`src/rtl/comparator_pkg.sv`:
```
// Shared ALU compare definitions: opcode encoding, default operand width
// and the predicate-select helper used by the comparator top level.
package comparator_pkg;

    localparam int unsigned CMP_LEN = 9;

    typedef enum logic [2:0] {
        CMP_GT = 3'b000,
        CMP_GE = 3'b001,
        CMP_LT = 3'b010,
        CMP_LE = 3'b011,
        CMP_EQ = 3'b100,
        CMP_NE = 3'b101
    } cmp_op_e;

    // Reserved encodings (110, 111) select a constant 0 predicate.
    function automatic logic cmp_select(
        input logic [2:0] op,
        input logic       gt,
        input logic       eq,
        input logic       lt
    );
        logic res;
        res = 1'b0;
        case (op)
            CMP_GT:  res = gt;
            CMP_GE:  res = gt | eq;
            CMP_LT:  res = lt;
            CMP_LE:  res = lt | eq;
            CMP_EQ:  res = eq;
            CMP_NE:  res = ~eq;
            default: res = 1'b0;
        endcase
        return res;
    endfunction

endpackage

```
`src/rtl/comparator_cmp_core.sv`:
```
// Combinational magnitude/equality compare of two LEN-bit operands,
// two's-complement or unsigned depending on SIGNED.
module cmp_core
    import comparator_pkg::*;
#(
    parameter int unsigned LEN    = CMP_LEN,
    parameter bit          SIGNED = 1'b1
) (
    input  logic [LEN-1:0] in1_i,
    input  logic [LEN-1:0] in2_i,
    output logic           gt_o,
    output logic           eq_o,
    output logic           lt_o
);

    localparam logic FLIP = SIGNED;

    logic [LEN-1:0] a;
    logic [LEN-1:0] b;

    // Inverting the sign bit maps two's-complement ordering onto unsigned
    // ordering, so one unsigned compare serves both modes without overflow.
    always_comb begin
        a          = in1_i;
        b          = in2_i;
        a[LEN-1]   = in1_i[LEN-1] ^ FLIP;
        b[LEN-1]   = in2_i[LEN-1] ^ FLIP;
    end

    // Raw relational flags; exactly one is set for any operand pair.
    always_comb begin
        gt_o = (a > b);
        eq_o = (a == b);
        lt_o = (a < b);
    end

endmodule

```
`src/rtl/comparator.sv`:
```
// Registered two-operand comparator: raw gt/eq/lt flags plus one predicate
// chosen by op, all with one cycle of latency.
module comparator
    import comparator_pkg::*;
#(
    parameter int unsigned LEN    = CMP_LEN,
    parameter bit          SIGNED = 1'b1
) (
    input  logic           clk,
    input  logic           reset,
    input  logic [LEN-1:0] in1,
    input  logic [LEN-1:0] in2,
    input  logic [2:0]     op,
    output logic           out,
    output logic           gt,
    output logic           eq,
    output logic           lt
);

    logic gt_c, eq_c, lt_c;
    logic out_d;
    logic out_q, gt_q, eq_q, lt_q;

    cmp_core #(
        .LEN    (LEN),
        .SIGNED (SIGNED)
    ) u_core (
        .in1_i (in1),
        .in2_i (in2),
        .gt_o  (gt_c),
        .eq_o  (eq_c),
        .lt_o  (lt_c)
    );

    // Select the requested predicate from the fresh flags.
    always_comb begin
        out_d = cmp_select(op, gt_c, eq_c, lt_c);
    end

    // Output registers; reset clears everything and discards the in-flight compare.
    always_ff @(posedge clk) begin
        if (reset) begin
            out_q <= 1'b0;
            gt_q  <= 1'b0;
            eq_q  <= 1'b0;
            lt_q  <= 1'b0;
        end else begin
            out_q <= out_d;
            gt_q  <= gt_c;
            eq_q  <= eq_c;
            lt_q  <= lt_c;
        end
    end

    assign out = out_q;
    assign gt  = gt_q;
    assign eq  = eq_q;
    assign lt  = lt_q;

endmodule

```
`config.mk`:
```
export PLATFORM = sky130hd
export DESIGN_NAME = comparator
export DESIGN_NICKNAME = d
export VERILOG_FILES = /design/src/rtl/comparator_pkg.sv /design/src/rtl/comparator_cmp_core.sv /design/src/rtl/comparator.sv
export SDC_FILE = /design/constraint.sdc
export NUM_CORES = 1
export LEC_CHECK = 0
export CAP_MARGIN = 5
export CORE_AREA = 3 3 40 42
export CTS_BUF_LIST = sky130_fd_sc_hd__clkbuf_2 sky130_fd_sc_hd__clkbuf_4 sky130_fd_sc_hd__clkbuf_8
export CTS_CLUSTER_SIZE = 40
export DETAILED_ROUTE_END_ITERATION = 12
export DIE_AREA = 0 0 43 45
export GPL_TIMING_DRIVEN = 0
export PLACE_DENSITY_LB_ADDON = 0.1
export SYNTH_ARGS = -nofsm -noshare
export SYNTH_HDL_FRONTEND = slang
export SYNTH_SLANG_ARGS = --single-unit
```
`constraint.sdc`:
```
create_clock -name clk -period 2 [get_ports clk]
set_input_delay 0.2 -clock clk [delete_from_list [all_inputs] [get_ports clk]]
set_output_delay 0.2 -clock clk [all_outputs]
set_load 0.05 [all_outputs]
```
## After elaboration in Yosys (flattened, before gate mapping)

Cells that the tools add are included.

- Flip-flop bits (word level): 4
- Input bits: 23
- Output and inout bits: 4
- Logic and storage cells: 19

- $lt $le $gt $ge: 2
- Eq/ne operators: 6
- Muxes and demuxes: 1
- Bitwise gates (word level): 5
- Reductions and logical operators: 1

Operators by type and width:

| operator | count |
|---|---|
| 9-bit == test | 1 |
| 9-bit greater-than comparator | 1 |
| 9-bit less-than comparator | 1 |
| 3-bit by 2-bit == test with 1-bit output (second input constant) | 2 |
| 3-bit == test (second input constant) | 2 |
| 1-bit case mux with 6 select lines | 1 |
| 3-bit by 1-bit == test with 1-bit output (second input constant) | 1 |
| 3-bit zero test | 1 |
| 1-bit NOT | 3 |
| 1-bit bitwise OR | 2 |

## Logic depth before layout (Yosys ltp)

Gate-level depths: netlist of run 1.

- Word-level depth: 4
- Depth in mapped cells: 7
- Depth with buffers taken out: 7

## Hierarchy

From an unflattened synthesis of run 1, not the netlist that was laid out.

- Cell total of the unflattened synthesis: 47
- Area total of the unflattened synthesis: 387.9 um^2

By module, submodules not included:

| module | times used | cells an instance | area each (um^2) | seq. area each (um^2) |
|---|---|---|---|---|
| cmp_core | 1 | 32 | 227.7 | 0.0 |
| comparator | 1 | 15 | 160.2 | 80.1 |

## Worst setup path after synthesis of run 1

No wires, ideal clock.

- Kind: in2reg
- From: input in1[8]
- To: register out_q (netlist: out)
- Library setup time: 92 ps
- Arrival: 1603 ps
- Required time: 1908 ps
- Slack: 304 ps
- Stages on the path: 7
- Buffers on the path: 0
- Cell sequence: inv_1 > ha_1 > and4_1 > and3b_1 > a2111o_1 > mux2i_1 > o32ai_1

- Longest elaborated chain between the ends: 4

Ends and longest elaborated chain:

| what | line | RTL |
|---|---|---|
| from (decl) | comparator.sv:11 | `input logic [LEN-1:0] in1,` |
| 1-bit NOT (no source line) * | n/a |  |
| 9-bit less-than comparator, or another cell as far along | comparator_cmp_core.sv:34 | `lt_o = (a < b);` |
| 1-bit bitwise OR, or another cell as far along | comparator_pkg.sv:29 | `CMP_LE: res = lt \| eq;` |
| 1-bit case mux with 6 select lines * | comparator_pkg.sv:25 | `case (op)` |
| to (signal assigned) | comparator.sv:48 | `out_q <= out_d;` |
| to (decl) | comparator.sv:22 | `logic out_q, gt_q, eq_q, lt_q;` |

Mark *: on every way between the ends. The rest lies on a longest branch, timed or not.
A chain may end at the register's enable or synchronous reset.

## Worst setup path after layout of run 1

- From: input in2[3]
- To: register out_q (netlist: out)

- Longest elaborated chain between the ends: 3

Ends and longest elaborated chain:

| what | line | RTL |
|---|---|---|
| from (decl) | comparator.sv:12 | `input logic [LEN-1:0] in2,` |
| 9-bit less-than comparator, or another cell as far along | comparator_cmp_core.sv:34 |  |
| 1-bit bitwise OR, or another cell as far along | comparator_pkg.sv:29 |  |
| 1-bit case mux with 6 select lines * | comparator_pkg.sv:25 |  |

Marks and branches as above.

==> results_dict.tcl, run 1 <==
set metrics [dict create \
    end_kind "flop" \
    cts-root-buf "clkbuf_4" \
    clkTransAtPathRegs_ns 0.04 \
    cts_sinks 4 \
    io_buffers 26 \
    final-seq-area_um2 80.1 \
    multi_input_comb_area_um2 322 \
    post-route-period-util 0.949 \
    seqPwrFrac 0.261 \
    power.internal_uw 235 \
    grt_setup_unrepaired "false" \
    synth_top_area_share 0.298 \
    routabilityCongestion 0.686 \
    grt_pass1_vias 321 \
    setup_viol 0 \
    power_frac_clock 0.306 \
    p_leak_uw 0.000334 \
    comb_power_share 0.432 \
    hold_violations 0 \
    die_h_um 45 \
    synth_top_flop_cell "dfxtp_1" \
    syn_area_um2 378 \
    cellPowerDensity_nw_per_um2 443 \
    routedWlPerCell_um 10.0 \
    drc_errors 0 \
    dr_total_vias 417 \
    ant_nets 0 \
    crit_type "input port to flop" \
    grt.overflow.total 0 \
    drive_above_1_share 0.158 \
    syn_area_per_cell_um2 8.21 \
    die_x_um 43 \
    critPathMaxFanout 3 \
    p_sw_uw 96.5 \
    cts_buffers 3 \
    vias_per_cell 4.58 \
    cap_violations 0 \
    drv_slew 0 \
    dieArea_um2 1940 \
    synth.yosys.warnings 0 \
    tightestPinTransition_ns 0.491 \
    core_area_um2 1280 \
    antenna_found_initial 0 \
    syn_nets 78 \
    nets 110 \
    num-fill-cells 115 \
    place_hpwl_um 702 \
    fmax_ghz 0.527 \
    yosysUniqueCellTypes 19 \
    hold_ws_ns 0.604 \
    cp.arrival_ns 2.04 \
    grt_pass1_wl_mm 1.23 \
    grt_max_degree 7 \
    layout_min_cycle_time_ns 1.90 \
    ys_seq_area_frac 0.212 \
    n_antenna_cell 0 \
    synth-seq-cells 4 \
    cp-start-kind "input port" \
    final_cell_mix "clkdlybuf4s50_1, inv_1, ha_1" \
    final_common_cell "clkdlybuf4s50_1" \
    power_uw 332 \
    ios 27 \
    async_flop_share 0 \
    synthCells 46 \
    wirelength_um 910 \
    h-tree-depth 1 \
    cts_tree "built" \
    synth_edf_count 0 \
    initial_utilization 0.294 \
    drt_iter0_drc 6 \
    relSlewSlack 0.672 \
    synth_area_leaders "ha_1, dfxtp_1, inv_1" \
    yosysTopAreaCell "ha_1" \
    rows 13 \
    cp.required_ns 2.14 \
    ir_worst_vdd_uv 154 \
    area_growth_pct 98.0 \
    clock_path_buffers 2 \
    switching_share 0.291 \
    outcome "completed" \
    hold_path.class "input port to flop" \
    track_usage 0.0865 \
    dr.pass1.iters 3 \
]
-- worst paths after layout --
| kind | cells after the start | endpoint | slack (ns) | startpoint |
|---|---|---|---|---|
| max | 8 | out$_SDFF_PP0_ | 0.10 | in2[3] |
| min | 2 | out$_SDFF_PP0_ | 0.60 | op[2] |
-- final cells by class --
cell class / instances / area share
clock buffer: 3 / 0.0301
timing repair buffer: 27 / 0.358
tap: 15 / 0.0251
multi-input combinational: 32 / 0.430
sequential: 4 / 0.107
inverter: 10 / 0.0502
-- per-stage QoR --
| step | instances | area, um2 | setup TNS [ns] | util | worst slack [ns] |
|---|---|---|---|---|---|
| after floorplan | 46 | 378 | 0 | - | 0.304 |
| after global placement | 87 | 657 | -0.320 | 0.511 | -0.277 |
| after detailed placement | 87 | 657 | -0.301 | 0.511 | -0.259 |
| after CTS | 90 | 679 | 0 | 0.529 | 0.0277 |
| after global routing | 91 | 748 | 0 | 0.582 | 0.000403 |
| final | 91 | 748 | 0 | 0.582 | 0.102 |
-- power groups by stage --
stage,clock (uW),combinational (uW),sequential [uW]
after global routing,114,158,87.3
after floorplan,0,40.3,107
final,102,143,86.7
after global placement,0,122,88.0
after CTS,107,124,86.7
after detailed placement,0,123,88.0
-- Yosys cell counts (2+ instances only) --
library cell  number
nor2_1             4
ha_1               9
nand2_1            2
dfxtp_1            4
a211oi_1           2
inv_1             10
o21ai_0            2
a21oi_1            2
-- repair_timing --
action,4_1_cts,5_1_grt
resized for setup,0,7
pin swaps,1,3
endpoints found under the setup margin,1,1
hold buffers,0,0
buffers inserted,0,1
-- critical path: stages --
cell and delay (ns):
clkdlybuf4s50_1 0.46, inv_1 0.04, ha_1 0.28, and4_4 0.18, and3b_1 0.17, a2111o_1 0.32
mux2i_1 0.13, o32ai_1 0.26
-- cell families after synthesis --
group,after synthesis,synth area share
compound gates,10,0.182
fa+ha+maj,9,0.298
buf+inv,10,0.0993
flops,4,0.212
mux,1,0.0265
simple gates,12,0.182
-- flip-flops by register name, summed over array words and instances, names as in the netlist --
signal,cells
lt,1
gt,1
eq,1
out,1
-- per-layer routing --
layer | track usage | vias up | wire length [um]
li1 | - | 225 | -
met1 | 0.113 | 172 | 438
met2 | 0.114 | 20 | 380
met3 | 0.0398 | 0 | 92
met4 | 0.0542 | 0 | 0
met5 | 0 | - | 0
Power figures use the tool's default switching activity.
==> run 2: changes to the inputs <==
--- a/config.mk
+++ b/config.mk
@@ -11,6 +11,7 @@
 export CTS_CLUSTER_SIZE = 40
 export DETAILED_ROUTE_END_ITERATION = 12
 export DIE_AREA = 0 0 43 45
+export GPL_ROUTABILITY_DRIVEN = 0
 export GPL_TIMING_DRIVEN = 0
 export PLACE_DENSITY_LB_ADDON = 0.1
 export SYNTH_ARGS = -nofsm -noshare
==> results of run 2 <==
No change in the layout: final DEF, timing and power equal those of run 1.
